[config.mk]
export PLATFORM = sky130hd
export DESIGN_NAME = moore_seq_detector
export DESIGN_NICKNAME = d
export VERILOG_FILES = /design/src/rtl/moore_seq_detector.sv
export SDC_FILE = /design/constraint.sdc
export NUM_CORES = 1
export LEC_CHECK = 0
export ABC_AREA = 1
export CAP_MARGIN = 15
export CORE_MARGIN = 4
export CORE_UTILIZATION = 50
export CTS_CLUSTER_SIZE = 28
export DETAILED_ROUTE_END_ITERATION = 6
export MAX_ROUTING_LAYER = met4
export PLACE_DENSITY = 0.73
export REMOVE_ABC_BUFFERS = 1
export SYNTH_ARGS = -nofsm -noshare
export SYNTH_HDL_FRONTEND = slang
export SYNTH_SLANG_ARGS = --single-unit
[constraint.sdc]
create_clock -name clk -period 1.71 [get_ports clk]
set_input_delay 0.2565 -clock clk [delete_from_list [all_inputs] [get_ports clk]]
set_output_delay 0.2565 -clock clk [all_outputs]
set_load 0.01 [all_outputs]
[src/rtl/moore_seq_detector.sv]
// Moore serial sequence detector with a runtime-loadable pattern.
// Overlapping and non-overlapping detection, with a saturating match counter.
module moore_seq_detector #(
  parameter int                   PAT_WIDTH     = 4,
  parameter int                   CNT_WIDTH     = 8,
  parameter logic [PAT_WIDTH-1:0] RESET_PATTERN = 4'b1101
) (
  input  logic                 clk,
  input  logic                 rst,
  input  logic                 en,
  input  logic                 i,
  input  logic                 pattern_load,
  input  logic [PAT_WIDTH-1:0] pattern_in,
  input  logic                 overlap_en,
  input  logic                 count_clear,
  output logic                 o,
  output logic [CNT_WIDTH-1:0] match_count
);

  localparam int             FW   = $clog2(PAT_WIDTH + 1);
  localparam logic [FW-1:0]  FULL = FW'(PAT_WIDTH);

  logic [PAT_WIDTH-1:0] pattern;
  logic [PAT_WIDTH-1:0] history;
  logic [FW-1:0]        fill;

  logic [PAT_WIDTH-1:0] hist_shift;
  logic [FW-1:0]        fill_inc;
  logic                 match;
  logic                 cnt_sat;

  // Next-state terms for one sampled bit; a match requires a full window.
  always_comb begin
    hist_shift = {history[PAT_WIDTH-2:0], i};
    fill_inc   = (fill == FULL) ? fill : fill + 1'b1;
    match      = en && !pattern_load && (fill_inc == FULL) && (hist_shift == pattern);
    cnt_sat    = &match_count;
  end

  always_ff @(posedge clk) begin
    if (rst) begin
      pattern <= RESET_PATTERN;
      history <= '0;
      fill    <= '0;
      o       <= 1'b0;
    end else begin
      // o is the registered match strobe; any non-matching edge clears it.
      o <= match;
      if (pattern_load) begin
        pattern <= pattern_in;
        history <= '0;
        fill    <= '0;
      end else if (en) begin
        history <= hist_shift;
        fill    <= (match && !overlap_en) ? '0 : fill_inc;
      end
    end
  end

  // Clear wins over a coincident match; count never wraps.
  always_ff @(posedge clk) begin
    if (rst || count_clear)
      match_count <= '0;
    else if (match && !cnt_sat)
      match_count <= match_count + 1'b1;
  end

endmodule
# Word-level counts from Yosys, hierarchy flattened
# Cells that the tools add are included.
# totals
word_cells,23
latch_bits,0
ram_bits,0
rom_bits,0
regBits,19
input_bits,11
memories,0
# classes
multipliers,0
shift,0
n_div,0
muxes,2
n_addsub,2
reduce_logical,11
n_bitwise,0
eq_ne,3
magnitude_cmp,0
# op_table
cell,count
$add A8 B1 Y8 const B,1
$reduce_and A8 Y1,1
$eq A3 B3 Y1 const B,2
$mux W3,2
$logic_and A1 B1 Y1,5
$eq A4 B4 Y1,1
$add A3 B1 Y3 const B,1
$logic_not A1 Y1,3
$reduce_or A2 Y1,1
$logic_or A1 B1 Y1,1

# Depth between registers and ports, before layout
# Gate-level depths: netlist of run 1.
# logic_depth
word_depth,7
depth_mapped,12

# Least setup slack after synthesis of run 1
# Ideal clock, no wire load.
# synth_path
path_type,reg-to-reg
start,register fill[0]
end,register fill[2]
t_required_ps,1582
period_less_slack_ps,1438
setup_time_ps,128
arrival_ps,1311
stages_incl_launch_ff,12
path_slack_ps,272
cell_sequence,dfxtp_1 inv_1 ha_1 nand2_2 nand2_1 nand2_1 nand2_1 nor2_4 buf_6 nand3_1 nand2_1 a21oi_1
# synth_between
elab_chain_len,7
# synth_rtl
element,line,rtl
start: declaration,25,logic [FW-1:0] fill;
start signal: assignment,55,fill <= (match && !overlap_en) ? '0 : fill_inc;
$add A3 B1 Y3 or $eq A3 B3 Y1 (tied branches),35,fill_inc = (fill == FULL) ? fill : fill + 1'b1;
$mux W3 (*),35,
$eq A3 B3 Y1,36,match = en && !pattern_load && (fill_inc == FULL) && (hist_shift == pattern);
$logic_and A1 B1 Y1 (2 in a row),36,
$logic_and A1 B1 Y1,55,
$mux W3 (*),55,
# Every way passes the cells marked *; elsewhere a longest branch is shown, timed or not.
# A chain may end at the register's enable or synchronous reset.

# Worst setup path in the final report of run 1
# layout_path
start,register fill[1]
end,register match_count[1]
# layout_between
elab_chain_len,6
# layout_rtl
element,line,rtl
$add A3 B1 Y3 or $eq A3 B3 Y1 (tied branches),35,
$mux W3 (*),35,
$eq A3 B3 Y1 (*),36,
$logic_and A1 B1 Y1 (*) (2 in a row),36,
$logic_and A1 B1 Y1 (*),64,else if (match && !cnt_sat)
end signal: assignment,65,match_count <= match_count + 1'b1;
end: declaration,17,output logic [CNT_WIDTH-1:0] match_count
# Marked as above.

==> results of run 1 <==
per-stage QoR:
step	hold WS [ns]	worst slack, ns	utilization	instance area [um^2]	power (mW)
3_3_place_gp	0.466	0.113	0.651	1290	0.569
6_report	0.478	0.106	0.674	1340	0.780
2_1_floorplan	0.328	0.172	-	1020	0.526
4_1_cts	0.483	0.107	0.664	1320	0.792
5_1_grt	0.526	-0.0157	0.674	1340	0.824
3_5_place_dp	0.468	0.0880	0.651	1290	0.572
state kept, by name, summed over array words and instances, names as in the netlist:
name and flops:
o 1, match_count 8, history 3, fill 3, pattern 4
layer usage:
layer | vias up | global-route usage | wire length, um
met5 | - | - | 0
met4 | 0 | 0.0809 | 14
met1 | 448 | 0.197 | 928
li1 | 540 | - | -
met2 | 20 | 0.300 | 1080
met3 | 2 | 0.0249 | 70
path summary, 6_finish.rpt:
path                          to  slack [ns]  cells after the start
setup / recovery  match_count[1]        0.11                     10
hold / removal        pattern[1]        0.48                      2
setup reg to reg  match_count[1]        0.11                     10
hold reg to reg       pattern[1]        0.48                      2
report_power, final:
group	internal (mW)	switching, mW	total [mW]
combinational	0.0479	0.0512	0.0991
clock	0.0907	0.127	0.217
sequential	0.454	0.00933	0.463
cell usage after synthesis, drive strengths merged:
cell type | number | share of area
o21ai | 8 | 0.042
nand4 | 8 | 0.054
a21oi | 12 | 0.058
buf | 2 | 0.018
nand3 | 9 | 0.048
nand3b | 1 | 0.0072
nor2 | 17 | 0.076
o211ai | 2 | 0.014
clkbuf | 1 | 0.0036
inv | 24 | 0.086
xor2 | 4 | 0.034
nand2 | 43 | 0.16
ha | 3 | 0.036
dfxtp | 19 | 0.36
kinds of logic after synthesis:
family,synth area share
and+or+nand+nor,0.344
buffers and inverters,0.108
AOI/OAI and AO/OA,0.114
DFF,0.365
xor gates and xnor gates,0.0336
adders and majority gates,0.0360
critical path, delay by kind of cell, from the launching register on:
kind	cells	cell delay, ns
buffers and inverters	3	0.22
AND/OR/NAND/NOR	4	0.39
adder cells (fa/ha/maj)	1	0.29
flip-flops	1	0.38
AO/OA/AOI/OAI	2	0.25
area by class of cell:
cell class / count / area, um^2 / area share
Sequential cell: 19 / 385 / 0.288
Inverter: 24 / 90.1 / 0.0674
Timing Repair Buffer: 25 / 243 / 0.182
Multi-Input combinational cell: 107 / 558 / 0.418
Tap cell: 27 / 33.8 / 0.0253
Clock buffer: 4 / 26.3 / 0.0197
==> impl_metrics.prom, run 1 <==
# TYPE chip_impl_metric gauge
chip_impl_info{name="status",value="complete, no violations"} 1
chip_impl_metric{name="critical-path-max-stage-delay",unit="ns"} 0.38
chip_impl_metric{name="crit_path_max_fanout",unit=""} 5
chip_impl_metric{name="slew_headroom",unit=""} 0.754
chip_impl_info{name="worst_hold_path_type",value="register to register"} 1
chip_impl_metric{name="post_route_cells_drive_above_1_share",unit=""} 0.128
chip_impl_metric{name="row_count",unit=""} 16
chip_impl_metric{name="post_synth.cell_area_avg",unit="um^2"} 6.82
chip_impl_metric{name="design.die.area",unit="um^2"} 2880
chip_impl_metric{name="die_h",unit="um"} 53.7
chip_impl_metric{name="drtIter0Drc",unit=""} 23
chip_impl_info{name="rr_startpoint",value="fill[1]"} 1
chip_impl_metric{name="via_count_of_the_first_global_routing_pass",unit=""} 950
chip_impl_info{name="tritoncts",value="done"} 1
chip_impl_info{name="crit_type",value="register to register"} 1
chip_impl_metric{name="power.density",unit="nW/um^2"} 584
chip_impl_metric{name="final_cells",unit=""} 206
chip_impl_metric{name="gr-total-overflow",unit=""} 0
chip_impl_info{name="crit_path_start_kind",value="register"} 1
chip_impl_metric{name="groute.usage.overall",unit=""} 0.174
chip_impl_info{name="critical-path-slowest-cell",value="dfxtp_4"} 1
chip_impl_metric{name="final.setup.tns",unit="ns"} 0
chip_impl_metric{name="grt_start_max_net_pins",unit=""} 13
chip_impl_metric{name="timing.final.max_slew_violations",unit=""} 0
chip_impl_metric{name="finalWorstPathRequiredPeriod",unit="ns"} 1.60
chip_impl_metric{name="drv.max_cap_violation_count",unit=""} 0
chip_impl_metric{name="htreeDepth",unit=""} 1
chip_impl_info{name="cts-root-buf",value="clkbuf_4"} 1
chip_impl_metric{name="synth_seq_cells",unit=""} 19
chip_impl_metric{name="clk_latency",unit="ns"} 0.29
chip_impl_metric{name="synthesis.area",unit="um^2"} 1040
chip_impl_metric{name="wire_length_of_the_first_global_routing_pass",unit="mm"} 3.69
chip_impl_metric{name="dp_hpwl",unit="mm"} 1.63
chip_impl_metric{name="cts.reportedPaths.clkPinSlew",unit="ns"} 0.10
chip_impl_info{name="hold_start",value="pattern[1]"} 1
chip_impl_metric{name="wirelength",unit="mm"} 2.09
chip_impl_metric{name="synth_cell_type_count",unit=""} 23
chip_impl_metric{name="postCtsHoldBufs",unit=""} 0
chip_impl_metric{name="sequential_element_share_of_the_synthesized_area",unit=""} 0.365
chip_impl_metric{name="post_cts_repair_resize_count",unit=""} 0
chip_impl_metric{name="place.gp.congestion",unit=""} 0.802
chip_impl_metric{name="antenna_found_initial",unit=""} 0
chip_impl_metric{name="report.final.hold_viol_count",unit=""} 0
chip_impl_metric{name="cts.sinks",unit=""} 19
chip_impl_metric{name="fillers",unit=""} 167
chip_impl_metric{name="period_share",unit=""} 0.938
chip_impl_metric{name="n_antenna_cell",unit=""} 0
chip_impl_metric{name="dp.cells",unit=""} 202
chip_impl_metric{name="antenna_violating_nets_post_route",unit=""} 0
chip_impl_metric{name="cp.required",unit="ns"} 1.93
chip_impl_info{name="setup.worst_path.start",value="fill[1]"} 1
chip_impl_metric{name="vias_per_cell",unit=""} 4.90
chip_impl_info{name="cp-end-kind",value="register"} 1
chip_impl_metric{name="remaining_drc_errors",unit=""} 0
chip_impl_info{name="highest_count_cells_in_the_layout_ignoring_fill_and_taps",value="41 x nand2_1, 21 x inv_1, 19 x clkdlybuf4s50_1, 17 x dfxtp_1, 13 x nor2_1"} 1
chip_impl_metric{name="worst_clock_skew",unit="ns"} 0.00461
chip_impl_metric{name="routed-via-count",unit=""} 1010
chip_impl_metric{name="portBuffers",unit=""} 19
chip_impl_metric{name="cp.arrival",unit="ns"} 1.82
chip_impl_metric{name="max_slew.worst_pin.slew",unit="ns"} 0.367
chip_impl_metric{name="synth_warnings",unit=""} 0
chip_impl_metric{name="cts_buffers",unit=""} 3
chip_impl_metric{name="start_util",unit=""} 0.527
chip_impl_metric{name="fp.dieW",unit="um"} 53.7
chip_impl_info{name="layout_commonest_cell",value="nand2_1"} 1
chip_impl_metric{name="detailedRoute.firstPassIterationCount",unit=""} 4
chip_impl_metric{name="routed_wire_length_per_instance",unit="um"} 10.2
chip_impl_info{name="path_cells",value="inv_1 > ha_1 > inv_2 > nand2_1 > o21ai_2 > nand2_2 > nor2_4 > buf_6 > nand4_1 > a21oi_1"} 1
chip_impl_metric{name="synthCells",unit=""} 153
chip_impl_metric{name="core_area",unit="um^2"} 1980
chip_impl_metric{name="setup_viol",unit=""} 0
chip_impl_metric{name="vdd_drop_max",unit="mV"} 0.535
chip_impl_metric{name="cellLeakagePower",unit="nW"} 0.564
chip_impl_metric{name="area.growth.synth_to_final",unit="%"} 28.1
chip_impl_metric{name="post_cts.repair.setup_buffers",unit=""} 0
chip_impl_metric{name="design.portCount",unit=""} 20
chip_impl_metric{name="finish.net_count",unit=""} 194
chip_impl_metric{name="max_clock_freq",unit="MHz"} 623
chip_impl_metric{name="clock_path_buffers",unit=""} 2
Note: power is estimated with default switching activity, not from simulation.
==> run 2: changes to the inputs <==
CORE_MARGIN = unset   (was 4)
REMOVE_ABC_BUFFERS = unset   (was 1)
==> impl_metrics.prom, run 2 (synthesized netlist as in run 1, its figures left out) <==
# TYPE chip_impl_metric gauge
chip_impl_metric{name="cts.sinks",unit=""} 19
chip_impl_metric{name="max_clock_freq",unit="MHz"} 632
chip_impl_metric{name="row_count",unit=""} 16
chip_impl_info{name="worst_path_dominant_cell_family",value="simple AND/OR/NAND/NOR gates"} 1
chip_impl_metric{name="postCtsHoldBufs",unit=""} 0
chip_impl_metric{name="cts.reportedPaths.clkPinSlew",unit="ns"} 0.10
chip_impl_info{name="cp-end-kind",value="register"} 1
chip_impl_metric{name="core_area",unit="um^2"} 1960
chip_impl_metric{name="worst_clock_skew",unit="ns"} 0.00133
chip_impl_metric{name="vdd_drop_max",unit="mV"} 0.471
chip_impl_metric{name="routed-via-count",unit=""} 1038
chip_impl_info{name="status",value="complete, no violations"} 1
chip_impl_metric{name="report.final.hold_viol_count",unit=""} 0
chip_impl_metric{name="antenna_found_initial",unit=""} 0
chip_impl_info{name="tritoncts",value="done"} 1
chip_impl_metric{name="antenna_violating_nets_post_route",unit=""} 0
chip_impl_metric{name="setup_viol",unit=""} 0
chip_impl_metric{name="cellLeakagePower",unit="nW"} 0.583
chip_impl_metric{name="wirelength",unit="mm"} 2.16
chip_impl_metric{name="remaining_drc_errors",unit=""} 0
chip_impl_info{name="path_cells",value="inv_1 > ha_1 > inv_2 > nand2_1 > o21ai_2 > nand2_2 > nor2_4 > buf_4 > nand3b_1 > nand2_1 > inv_1 > nor2_2"} 1
chip_impl_info{name="setup_repair_after_global_routing_missed_its_margin",value="false"} 1
chip_impl_metric{name="final.setup.tns",unit="ns"} 0
chip_impl_metric{name="vias_per_cell",unit=""} 4.94
chip_impl_metric{name="gr-total-overflow",unit=""} 0
chip_impl_metric{name="wire_length_of_the_first_global_routing_pass",unit="mm"} 3.33
chip_impl_metric{name="timing.final.max_slew_violations",unit=""} 0
chip_impl_metric{name="cp.required",unit="ns"} 1.95
chip_impl_metric{name="detailedRoute.firstPassIterationCount",unit=""} 4
chip_impl_info{name="critical-path-slowest-cell",value="dfxtp_1"} 1
chip_impl_metric{name="worst_slack",unit="ns"} 0.128
chip_impl_metric{name="cp.arrival",unit="ns"} 1.82
chip_impl_metric{name="placed_cell_area",unit="um^2"} 1300
chip_impl_metric{name="cts_buffers",unit=""} 3
chip_impl_metric{name="n_antenna_cell",unit=""} 0
chip_impl_info{name="largest_registers",value="match_count x8, pattern x4"} 1
chip_impl_metric{name="groute.usage.overall",unit=""} 0.216
chip_impl_metric{name="start_util",unit=""} 0.532
chip_impl_metric{name="finish.net_count",unit=""} 198
chip_impl_metric{name="design.die.area",unit="um^2"} 2270
chip_impl_info{name="worst_hold_path_type",value="register to register"} 1
chip_impl_metric{name="area.growth.synth_to_final",unit="%"} 29.9
chip_impl_metric{name="place.gp.congestion",unit=""} 0.817
chip_impl_metric{name="design.portCount",unit=""} 20
chip_impl_metric{name="htreeDepth",unit=""} 1
chip_impl_info{name="crit_type",value="register to register"} 1
chip_impl_metric{name="post_route_cells_drive_above_1_share",unit=""} 0.137
chip_impl_metric{name="max_slew.worst_pin.slew",unit="ns"} 0.387
chip_impl_metric{name="clk_latency",unit="ns"} 0.29
chip_impl_metric{name="fp.dieW",unit="um"} 47.7
chip_impl_metric{name="grt_start_max_net_pins",unit=""} 13
chip_impl_metric{name="dp_hpwl",unit="mm"} 1.72
chip_impl_metric{name="synth_nets",unit=""} 167
chip_impl_metric{name="placement.setup.worst_slack",unit="ns"} 0.0223
chip_impl_metric{name="finalWorstPathRequiredPeriod",unit="ns"} 1.58
chip_impl_metric{name="crit_path_max_fanout",unit=""} 5
chip_impl_metric{name="period_share",unit=""} 0.925
chip_impl_metric{name="portBuffers",unit=""} 19
chip_impl_metric{name="critical-path-max-stage-delay",unit="ns"} 0.34
chip_impl_metric{name="final_non_filler_cell_area",unit="um^2"} 1360
chip_impl_info{name="layout_commonest_cell",value="nand2_1"} 1
chip_impl_metric{name="clock_path_buffers",unit=""} 2
chip_impl_metric{name="routed_wire_length_per_instance",unit="um"} 10.3
chip_impl_metric{name="critical_path.n_buffers_inverters",unit=""} 4
chip_impl_metric{name="drv.max_cap_violation_count",unit=""} 0
chip_impl_metric{name="slew_headroom",unit=""} 0.741
chip_impl_info{name="highest_count_cells_in_the_layout_ignoring_fill_and_taps",value="41 x nand2_1, 22 x inv_1, 19 x clkdlybuf4s50_1, 18 x dfxtp_1, 13 x nor2_1"} 1
chip_impl_metric{name="die_h",unit="um"} 47.7
chip_impl_info{name="crit_path_start_kind",value="register"} 1
chip_impl_metric{name="power.density",unit="nW/um^2"} 582
chip_impl_info{name="cts-root-buf",value="clkbuf_4"} 1
chip_impl_metric{name="drtIter0Drc",unit=""} 14
chip_impl_metric{name="largest_register_ffs",unit=""} 8
chip_impl_metric{name="via_count_of_the_first_global_routing_pass",unit=""} 853
chip_impl_info{name="biggest_register",value="match_count"} 1
run 2: report_power, final:
| part | internal (mW) | switching [mW] | total, mW |
|---|---|---|---|
| logic | 0.0510 | 0.0525 | 0.103 |
| clock network | 0.0907 | 0.131 | 0.222 |
| registers | 0.455 | 0.00842 | 0.463 |
| total | 0.597 | 0.192 | 0.788 |
run 2: final cells by class:
type,count,area (um^2)
Fill cell,181,607
Timing Repair Buffer,29,265
Clock buffer,4,26.3
Tap cell,27,33.8
Sequential cell,19,382
Multi-Input combinational cell,107,558
Inverter,24,90.1
run 2: stage by stage:
step	hold slack (ns)	total power, mW	util	cells
after floorplan	0.328	0.529	-	153
after global placement	0.462	0.573	0.661	203
after detailed placement	0.475	0.576	0.661	203
after CTS	0.488	0.796	0.679	207
after global routing	0.509	0.834	0.691	210
final	0.485	0.788	0.691	210
run 2: worst min-delay path, cell delays in order, from the launching register on:
cell	delay, ns
dfxtp_1	0.32
inv_1	0.07
a21oi_1	0.06
run 2: final timing paths:
path	startpoint	end	slack [ns]	cells past startpoint
max	fill[0]	match_count[6]	0.13	12
min	pattern[1]	pattern[1]	0.49	2
max reg2reg	fill[0]	match_count[6]	0.13	12
min reg2reg	pattern[1]	pattern[1]	0.49	2
run 2: routing by layer:
metal / global-route usage / vias to the layer above / part of all wire
met2: 0.384 / 24 / 0.50
met1: 0.232 / 462 / 0.45
met3: 0.0415 / 4 / 0.031
met4: 0.0889 / 0 / 0.015
met5: - / - / 0
li1: - / 548 / -
run 2: repair_timing:
action                                  CTS  global route
gates resized for setup                   1             1
endpoints found under the setup margin    1             8
pin swaps                                 0             1
buffers inserted                          0             3
==> run 3: changes to the inputs <==
CAP_MARGIN = 20   (was 15)
==> results of run 3 <==
Final layout, timing and power as in run 2 (identical DEF).
